### config.mk
export PLATFORM = sky130hd
export DESIGN_NAME = countdown99_timer
export DESIGN_NICKNAME = d
export VERILOG_FILES = /design/src/rtl/countdown99_timer.sv
export SDC_FILE = /design/constraint.sdc
export NUM_CORES = 1
export LEC_CHECK = 0
export CORE_MARGIN = 2
export CORE_UTILIZATION = 49
export DETAILED_ROUTE_END_ITERATION = 10
export HOLD_SLACK_MARGIN = 0.15
export MAX_ROUTING_LAYER = met4
export PLACE_DENSITY = 0.84
export SLEW_MARGIN = 25
export SYNTH_ARGS = -nofsm -noshare
export SYNTH_HDL_FRONTEND = slang
export SYNTH_SLANG_ARGS = --single-unit
### constraint.sdc
create_clock -name i_clk -period 3.8 [get_ports i_clk]
set_clock_uncertainty 0.1 [all_clocks]
set_input_delay 1.14 -clock i_clk [delete_from_list [all_inputs] [get_ports i_clk]]
set_output_delay 1.14 -clock i_clk [all_outputs]
set_load 0.05 [all_outputs]
### src/rtl/countdown99_timer.sv
// Loadable, pausable down-counter from at most MAX to 0 with a built-in prescaler.
// Q shares the 8-bit binary format of the board's 0->99 up-counter display path.
module countdown99_timer #(
   parameter int unsigned MAX      = 99,
   parameter int unsigned PRESCALE = 100
) (
   input  logic       i_clk,
   input  logic       i_rst,
   input  logic       i_load,
   input  logic [7:0] i_load_val,
   input  logic       i_start,
   input  logic       i_pause,
   output logic [7:0] o_q,
   output logic       o_running,
   output logic       o_expired,
   output logic       o_done
);

   // state      | meaning
   // ST_IDLE    | loaded or reset, waiting for start with Q != 0
   // ST_RUN     | prescaler counting, Q decrements on terminal count
   // ST_PAUSED  | Q and prescaler frozen, start resumes mid-interval
   // ST_EXPIRED | Q reached 0, start restarts from MAX
   typedef enum logic [1:0] {
      ST_IDLE    = 2'd0,
      ST_RUN     = 2'd1,
      ST_PAUSED  = 2'd2,
      ST_EXPIRED = 2'd3
   } state_t;

   localparam int unsigned PC_W = (PRESCALE > 1) ? $clog2(PRESCALE) : 1;
   localparam logic [PC_W-1:0] PC_TC = PC_W'(PRESCALE - 1);
   localparam logic [7:0] MAX_Q = 8'(MAX);

   state_t          r_state;
   logic [7:0]      r_q;
   logic [PC_W-1:0] r_pc;
   logic            r_running;
   logic            r_expired;
   logic            r_done;

   state_t          w_state_nxt;
   logic [7:0]      w_q_nxt;
   logic [PC_W-1:0] w_pc_nxt;
   logic            w_done_nxt;
   logic            w_tick;
   logic            w_advance;

   assign w_tick = (r_pc == PC_TC);

   always_comb begin
      w_state_nxt = r_state;
      w_q_nxt     = r_q;
      w_pc_nxt    = r_pc;
      w_done_nxt  = 1'b0;
      w_advance   = 1'b0;

      if (i_load) begin
         w_q_nxt     = (i_load_val > MAX_Q) ? MAX_Q : i_load_val;
         w_pc_nxt    = '0;
         w_state_nxt = ST_IDLE;
      end else begin
         unique case (r_state)
            ST_IDLE: begin
               if (i_start && (r_q != 8'd0)) begin
                  w_state_nxt = ST_RUN;
                  w_pc_nxt    = '0;
               end
            end
            ST_RUN: begin
               if (i_pause) begin
                  w_state_nxt = ST_PAUSED;
               end else begin
                  w_advance = 1'b1;
               end
            end
            ST_PAUSED: begin
               // the resume edge already counts toward the held partial interval
               if (i_start) begin
                  w_state_nxt = ST_RUN;
                  w_advance   = 1'b1;
               end
            end
            ST_EXPIRED: begin
               if (i_start) begin
                  w_state_nxt = ST_RUN;
                  w_q_nxt     = MAX_Q;
                  w_pc_nxt    = '0;
               end
            end
            default: w_state_nxt = ST_IDLE;
         endcase

         if (w_advance) begin
            if (w_tick) begin
               w_pc_nxt = '0;
               if (r_q != 8'd0) begin
                  w_q_nxt = r_q - 8'd1;
               end
               if (r_q <= 8'd1) begin
                  w_state_nxt = ST_EXPIRED;
                  w_done_nxt  = 1'b1;
               end
            end else begin
               w_pc_nxt = r_pc + 1'b1;
            end
         end
      end
   end

   always_ff @(posedge i_clk or posedge i_rst) begin
      if (i_rst) begin
         r_state   <= ST_IDLE;
         r_q       <= 8'd0;
         r_pc      <= '0;
         r_running <= 1'b0;
         r_expired <= 1'b0;
         r_done    <= 1'b0;
      end else begin
         r_state   <= w_state_nxt;
         r_q       <= w_q_nxt;
         r_pc      <= w_pc_nxt;
         r_running <= (w_state_nxt == ST_RUN);
         r_expired <= (w_state_nxt == ST_EXPIRED);
         r_done    <= w_done_nxt;
      end
   end

   assign o_q       = r_q;
   assign o_running = r_running;
   assign o_expired = r_expired;
   assign o_done    = r_done;

endmodule

# Yosys cells after proc, flatten, opt, wreduce, memory -nomap -nowiden
# Index checks and enable logic that the tools add are counted.
[totals]
word_cells = 53
out_inout_bits = 11
ff_bits = 20
in_bits = 13
[op_classes]
n_lt_le_gt_ge = 2
addsub = 2
muxes = 29
reduce_logical = 6
n_eq_ne = 8
[ops]
columns = ["operator", "n"]
rows = [
  ["2-to-1 mux 8 bit", 7],
  ["2-to-1 mux 7 bit", 5],
  ["2-to-1 mux 2 bit", 7],
  ["case mux 7 bit (2 select lines)", 1],
  ["> comparator 8 x 7 -> 1 bit, second input constant", 1],
  ["less-or-equal comparator 8 x 1 -> 1 bit, second input constant", 1],
  ["!= test 4 bit, second input constant", 2],
  ["nonzero test 8 bit", 1],
  ["subtractor 8 x 1 -> 8 bit, second input constant", 1],
  ["adder 7 x 1 -> 7 bit, second input constant", 1],
  ["equality test 7 bit, second input constant", 1],
  ["2-to-1 mux 1 bit", 7],
  ["equality test 2 bit, second input constant", 3],
  ["case mux 2 bit (3 select lines)", 1],
  ["equality test 2 x 1 -> 1 bit, second input constant", 2],
  ["nonzero test 4 bit", 1],
  ["AND reduction 3 bit", 1],
  ["logical NOT 2 bit", 1],
  ["case mux 1 bit (2 select lines)", 1],
  ["OR reduction 2 bit", 1],
  ["logical AND 1 bit", 1],
]

# Depth between registers and ports, before layout
# Gate-level depths: netlist (run 1).
[depth]
depth_word = 9
mapped_depth = 7
mapped_depth_nobuf = 7

# Worst setup path after synthesis (run 1)
# OpenSTA, ideal clock, no wires.
[synth_path]
path_kind = "input to register"
startpoint = "in i_pause"
endpoint = "reg r_pc[3]"
arrival_time_ns = 2.436
setup_ns = 0.076
t_required_ns = 3.624
n_path_buf = 0
stages = 5
slack_ns = 1.187
cell_sequence = "and2b_1 -> o21ai_2 -> a2111o_1 -> or4_1 -> o21ai_1"
[synth_between]
elab_chain_cells = 5
word_cells_on_any_way = 9
classes_between = "eq/ne (2); mux (5); reduce/logical (2)"
[synth_rtl]
columns = ["item", "line", "rtl"]
rows = [
  ["start: declaration", "12", "input logic i_pause,"],
  ["2-to-1 mux 1 bit *", "71", "if (i_pause) begin"],
  ["case mux 1 bit (2 select lines) *", "63", "unique case (r_state)"],
  ["2-to-1 mux 1 bit *", "58", "if (i_load) begin"],
  ["!= test 4 bit (no source line), or another cell as far along", "-", ""],
  ["AND reduction 3 bit (no source line) / 2-to-1 mux 7 bit (equally long branches)", "-", ""],
  ["end signal: assignment", "122", "r_pc <= w_pc_nxt;"],
  ["end: declaration", "37", "logic [PC_W-1:0] r_pc;"],
]
# Every way passes the cells marked *; elsewhere a longest branch is shown, timed or not. The select of a mux whose other input is x is not followed.
# A chain may end at the register's enable or synchronous reset.

# Worst setup path in the final report (run 1)
[layout_path]
startpoint = "in i_start"
endpoint = "reg r_pc[3]"
[layout_between]
elab_chain_cells = 5
word_cells_on_any_way = 10
classes_between = "eq/ne (2); mux (5); reduce/logical (3)"
[layout_rtl]
columns = ["item", "line", "rtl"]
rows = [
  ["start: declaration", "11", "input logic i_start,"],
  ["2-to-1 mux 1 bit", "79", "if (i_start) begin"],
  ["case mux 1 bit (2 select lines)", "63", ""],
  ["2-to-1 mux 1 bit", "58", ""],
  ["!= test 4 bit (no source line), or another cell as far along", "-", ""],
  ["AND reduction 3 bit (no source line) / 2-to-1 mux 7 bit (equally long branches)", "-", ""],
]
# Several ways; a longest one is shown, not always the timed one. The select of a mux whose other input is x is not followed.

==> run summary, run 1 <==
status -> complete, no violations
antenna viol nets, final -> 0
initial core utilization -> 50.9%
Worst Path Class, Setup -> input port to register
CTS clk-pin slew, worst paths -> 120 ps
Clock Path Buffers -> 2
Post-CTS Setup Inserts -> 0
synth unique cells -> 47
setup TNS -> 0 ps
Synth Flop Type -> dfrtp_1
die area -> 3280 um^2
register area share after synthesis -> 35.9%
unrepaired setup endpoints after global routing -> no
Synth Area in XOR/XNOR -> 0.629%
# nets final -> 210
CTS tree -> built
First DRT Iteration DRCs -> 86
worst path cell trace -> clkdlybuf4s50_1 > and2_1 > o21ai_2 > a2111o_1 > or4_1 > o21ai_1
P_leak -> 0.000726 uW
Worst EP arrival -> 3140 ps
CTS Sinks -> 20
initial antenna violation count -> 0
worst slew pin tran -> 757 ps
required time of the critical path -> 3930 ps
post-synth top area share -> 35.9%
# resized after CTS -> 0
# DRC -> 0
complex-gate fraction of the synthesized area -> 22.4%
leading area contributor after synthesis -> dfrtp_1
Post-Synth Simple-Gate Area -> 29.4%
GRT Overall Usage -> 24.7%
Crit. End Element -> register
Cell Rows -> 19
largest net degree at the start of global routing -> 21
Hold Buf Count CTS -> 0
Final Max Slew Viols -> 0
global route overflow -> 0
dominant cells by area after synthesis -> dfrtp_1, ha_1, nor2_1
CP max stage delay -> 580 ps
PortBufs -> 23
Synth-to-Final Area Change -> 20.4%
Post-DP HPWL -> 2640 um
post-DR vias/cell -> 6.45
yosys warns -> 0
synthesized area -> 1390 um^2
mux contribution to synthesized area -> 0%
combinational family with the most area after synthesis -> simple AND/OR/NAND/NOR gates
Final Hold Violating Endpoints -> 0
Fin Hold WS -> 471 ps
largest fanout on the critical path -> 7
vias in the first global route -> 1345
Critical Path Source Type -> input port
Final setup viols -> 0
slew margin rel. -> 49.5%
I/O pin cnt -> 24
Chip Width -> 57.3 um
maximum VDD drop -> 0.000192 V
Synth Register Bits -> 20
Syn Nets -> 184
number of flops mapped to enable cells by yosys -> 0
first-pass GRT wire length -> 6230 um
syn_area_per_cell -> 8.65 um^2
CP max stage cell -> clkdlybuf4s50_1
HP Class -> register to register
Clock Latency Late Sink -> 300 ps
Inserted Clock Buffers -> 3
maximum clock frequency -> 332 MHz
H-tree depth -> 1
Max-Cap Viols -> 0
drt pass-1 iters -> 4
via count -> 1393
fin crit share -> 79.2%
Die Ht -> 57.3 um
CORE AREA -> 2730 um^2
diodes inserted -> 0
routability congestion estimate -> 0.878
Pwr Density -> 273 nW/um^2
clk root buf -> clkbuf_4
post-detailed-route wirelength per cell -> 16.2 um
total power -> 458 uW
adder-cell share of the synthesized area -> 8.98%
ys async rst share -> 100%
Mapped Cells -> 161
share of layout cells above drive strength 1 -> 8.65%
Routed WL -> 3510 um
fin crit period -> 3010 ps
## where the power goes
group	total, uW	internal [uW]	switching (uW)
combinational	123	46.7	75.9
clock	102	36.9	65.3
sequential	233	221	12.2
total	458	305	153
## layout make-up
cell class	count	area (um^2)
Clock buffer	3	22.5
Timing Repair Buffer	23	230
Multi-Input combinational cell	131	855
Sequential cell	20	500
Inverter	8	30.0
Fill cell	254	1060
Tap cell	31	38.8
## cells in the final DEF, fill, tap and decap left out, types with 4 or more instances in the layout
cell,count
inv_1,8
or2_2,5
nor2_1,18
o21ai_0,7
nand3_1,8
ha_1,10
and3_1,4
dfrtp_1,20
a21oi_1,13
clkdlybuf4s50_1,23
nand2_1,13
nor3_1,7
## state kept, by name, summed over array words and instances (netlist names)
| register | flops |
|---|---|
| r_state | 2 |
| o_expired | 1 |
| o_done | 1 |
| o_q | 8 |
| r_pc | 7 |
| o_running | 1 |
## kinds of logic after synthesis
logic type / after synthesis
simple gates: 75
compound gates: 45
flops: 20
buf+inv: 10
fa+ha+maj: 10
xor+xnor: 1
## synth_stat cells (2+ instances only)
master / instances
dfrtp_1: 20
nor2_1: 18
a21oi_1: 13
nand2_1: 13
ha_1: 10
inv_1: 8
nand3_1: 8
nor3_1: 7
o21ai_0: 7
or2_2: 5
and3_1: 4
nand2b_1: 3
o21ai_1: 3
or4_1: 3
a31o_2: 2
a32o_1: 2
and2_1: 2
clkbuf_1: 2
nor3_2: 2
o211ai_1: 2
## worst max-delay path, delay by kind of cell
kind | cells | cell delay [ps]
AOI/OAI and AO/OA | 3 | 700
buffers and inverters | 1 | 580
and+or+nand+nor | 2 | 720
## metrics by stage
| stage | setup WS (ps) | instance area (um^2) | util (%) | cells |
|---|---|---|---|---|
| 3_3_place_gp | 620 | 1650 | 60.5 | 213 |
| 4_1_cts | 816 | 1680 | 61.3 | 216 |
| 2_1_floorplan | 1190 | 1390 | - | 161 |
| 6_report | 791 | 1680 | 61.3 | 216 |
| 5_1_grt | 748 | 1680 | 61.3 | 216 |
| 3_5_place_dp | 527 | 1650 | 60.5 | 213 |
## worst paths after layout
path	cells past startpoint	start	end	slack, ps
min reg2reg	2	r_pc[6]	r_pc[6]	470
max	6	i_start	r_pc[3]	790
max reg2reg	7	r_state[1]	r_pc[3]	1370
max in group asynchronous	2	i_rst	r_pc[2]	1960
min in group asynchronous	2	i_rst	o_q[6]	1160
min	2	r_pc[6]	r_pc[6]	470
## layer usage
layer	up-vias	wire, um	track usage [%]
li1	650	-	-
met1	671	1520	32.1
met2	64	1700	40.2
met3	8	221	3.17
met4	0	65	7.97
met5	-	0	-
No activity file was read; power rests on OpenSTA's default activity.
==> run 2: changes to the inputs <==
--- a/config.mk
+++ b/config.mk
@@ -6,7 +6,7 @@
 export NUM_CORES = 1
 export LEC_CHECK = 0
 export CORE_MARGIN = 2
-export CORE_UTILIZATION = 49
+export CORE_UTILIZATION = 47
 export DETAILED_ROUTE_END_ITERATION = 10
 export HOLD_SLACK_MARGIN = 0.15
 export MAX_ROUTING_LAYER = met4
==> constraint.sdc (replaced) <==
create_clock -name i_clk -period 2.7 [get_ports i_clk]
set_clock_uncertainty 0.1 [all_clocks]
set_input_delay 0.81 -clock i_clk [delete_from_list [all_inputs] [get_ports i_clk]]
set_output_delay 0.81 -clock i_clk [all_outputs]
set_load 0.05 [all_outputs]
==> run summary, run 2 (synthesis results as in run 1) <==
status -> complete, no violations
CP max stage delay -> 850 ps
Post-CTS Setup Inserts -> 0
post-detailed-route wirelength per cell -> 16.0 um
Clock Path Buffers -> 2
hold path cells -> 2
vias in the first global route -> 1430
Worst Hold End -> r_pc[0]
Max-Cap Viols -> 0
Pwr Density -> 390 nW/um^2
Chip Width -> 58.4 um
total power -> 688 uW
global route overflow -> 0
Inserted Clock Buffers -> 3
maximum clock frequency -> 391 MHz
clk root buf -> clkbuf_4
CP max stage cell -> clkdlybuf4s50_1
P_leak -> 0.000782 uW
CTS clk-pin slew, worst paths -> 110 ps
die area -> 3410 um^2
initial core utilization -> 50.1%
Routed WL -> 3620 um
DP Area -> 1730 um^2
# DRC -> 0
Cell Rows -> 19
share of layout cells above drive strength 1 -> 13.8%
# nets final -> 220
HP Class -> register to register
largest fanout on the critical path -> 7
Final Max Slew Viols -> 0
Crit. End Element -> output pin
Critical Path Source Type -> register
Final Hold Violating Endpoints -> 0
most common cell after layout, fill and taps aside -> clkdlybuf4s50_1
R2R cell count -> 7
CTS tree -> built
Clock Latency Late Sink -> 300 ps
Worst Path Class, Setup -> register to output pin
I/O pin cnt -> 24
diodes inserted -> 0
antenna viol nets, final -> 0
initial antenna violation count -> 0
Fin Hold WS -> 473 ps
unrepaired setup endpoints after global routing -> no
CTS Sinks -> 20
slew margin rel. -> 65.9%
number of buffers and inverters on the critical path -> 1
maximum VDD drop -> 0.000296 V
routability congestion estimate -> 0.880
CORE AREA -> 2780 um^2
Die Ht -> 58.4 um
placed cell count -> 223
Final setup viols -> 0
# resized after CTS -> 0
Final Instance Count excl. Fillers -> 227
largest net degree at the start of global routing -> 21
max reg flops -> 8
final std cell area, no fill -> 1770 um^2
Post-DP HPWL -> 2830 um
first-pass GRT wire length -> 6180 um
PortBufs -> 23
First DRT Iteration DRCs -> 114
RR Endpoint -> r_pc[6]
worst slew pin tran -> 509 ps
post-DR vias/cell -> 6.27
Reg2Reg Setup Slack -> 370 ps
drt pass-1 iters -> 4
most frequent cells in the layout -> clkdlybuf4s50_1, dfrtp_1, nor2_1
required time of the critical path -> 1790 ps
fin crit period -> 2550 ps
CP startpoint -> o_q[5]
Worst EP arrival -> 1640 ps
GRT Overall Usage -> 24.3%
Hold Buf Count CTS -> 0
fin crit share -> 94.6%
Final Util -> 63.5%
hold path start -> r_pc[0]
worst path cell trace -> clkdlybuf4s50_1
H-tree depth -> 1
reg2reg start -> r_state[1]
Synth-to-Final Area Change -> 26.8%
Top delay family on crit path -> buffers and inverters
via count -> 1424
[run 2: cell count changes in the layout (fill, tap and decap cells not counted), sizes merged]
cell    previous run  this run
clkbuf             3         4
buf                0        10
[run 2: metal layers]
metal	vias to the layer above	part of all wire, %	global-route usage [%]
met5	-	0	-
met4	0	1.5	12.0
met3	7	6.2	4.62
met2	66	51	39.8
met1	682	41	28.4
li1	669	-	-
[run 2: through the flow]
| step | setup WS, ps | TNS, ps |
|---|---|---|
| 2_1_floorplan | 342 | 0 |
| 3_3_place_gp | -37.1 | -97.2 |
| 3_5_place_dp | -104 | -386 |
| 4_1_cts | 149 | 0 |
| 5_1_grt | 82.7 | 0 |
| 6_report | 145 | 0 |
[run 2: layout make-up]
cell class,instances,area [um^2]
timing repair buffer,33,305
multi-input combinational,131,855
tap,31,38.8
sequential,20,500
fill,235,1020
inverter,8,30.0
clock buffer,4,36.3
[run 2: power breakdown]
group          internal (uW)  leakage [uW]  switching [uW]
Combinational           72.9      0.000502             109
Sequential               311      0.000259            17.1
Clock                   82.3     0.0000210            95.0
[run 2: tightest hold or removal path: stages (launching register included)]
cell and delay (ps):
dfrtp_1 420, nand2_1 70, a21oi_1 50
[run 2: worst max path at each step]
stage               depth (start not counted)  slack, ps      end
floorplan                                   6        340  r_pc[3]
global route                                1         80   o_q[5]
finish                                      1        150   o_q[5]
detailed placement                          6       -100  r_pc[3]
CTS                                         1        150   o_q[5]
global placement                            6        -40  r_pc[6]
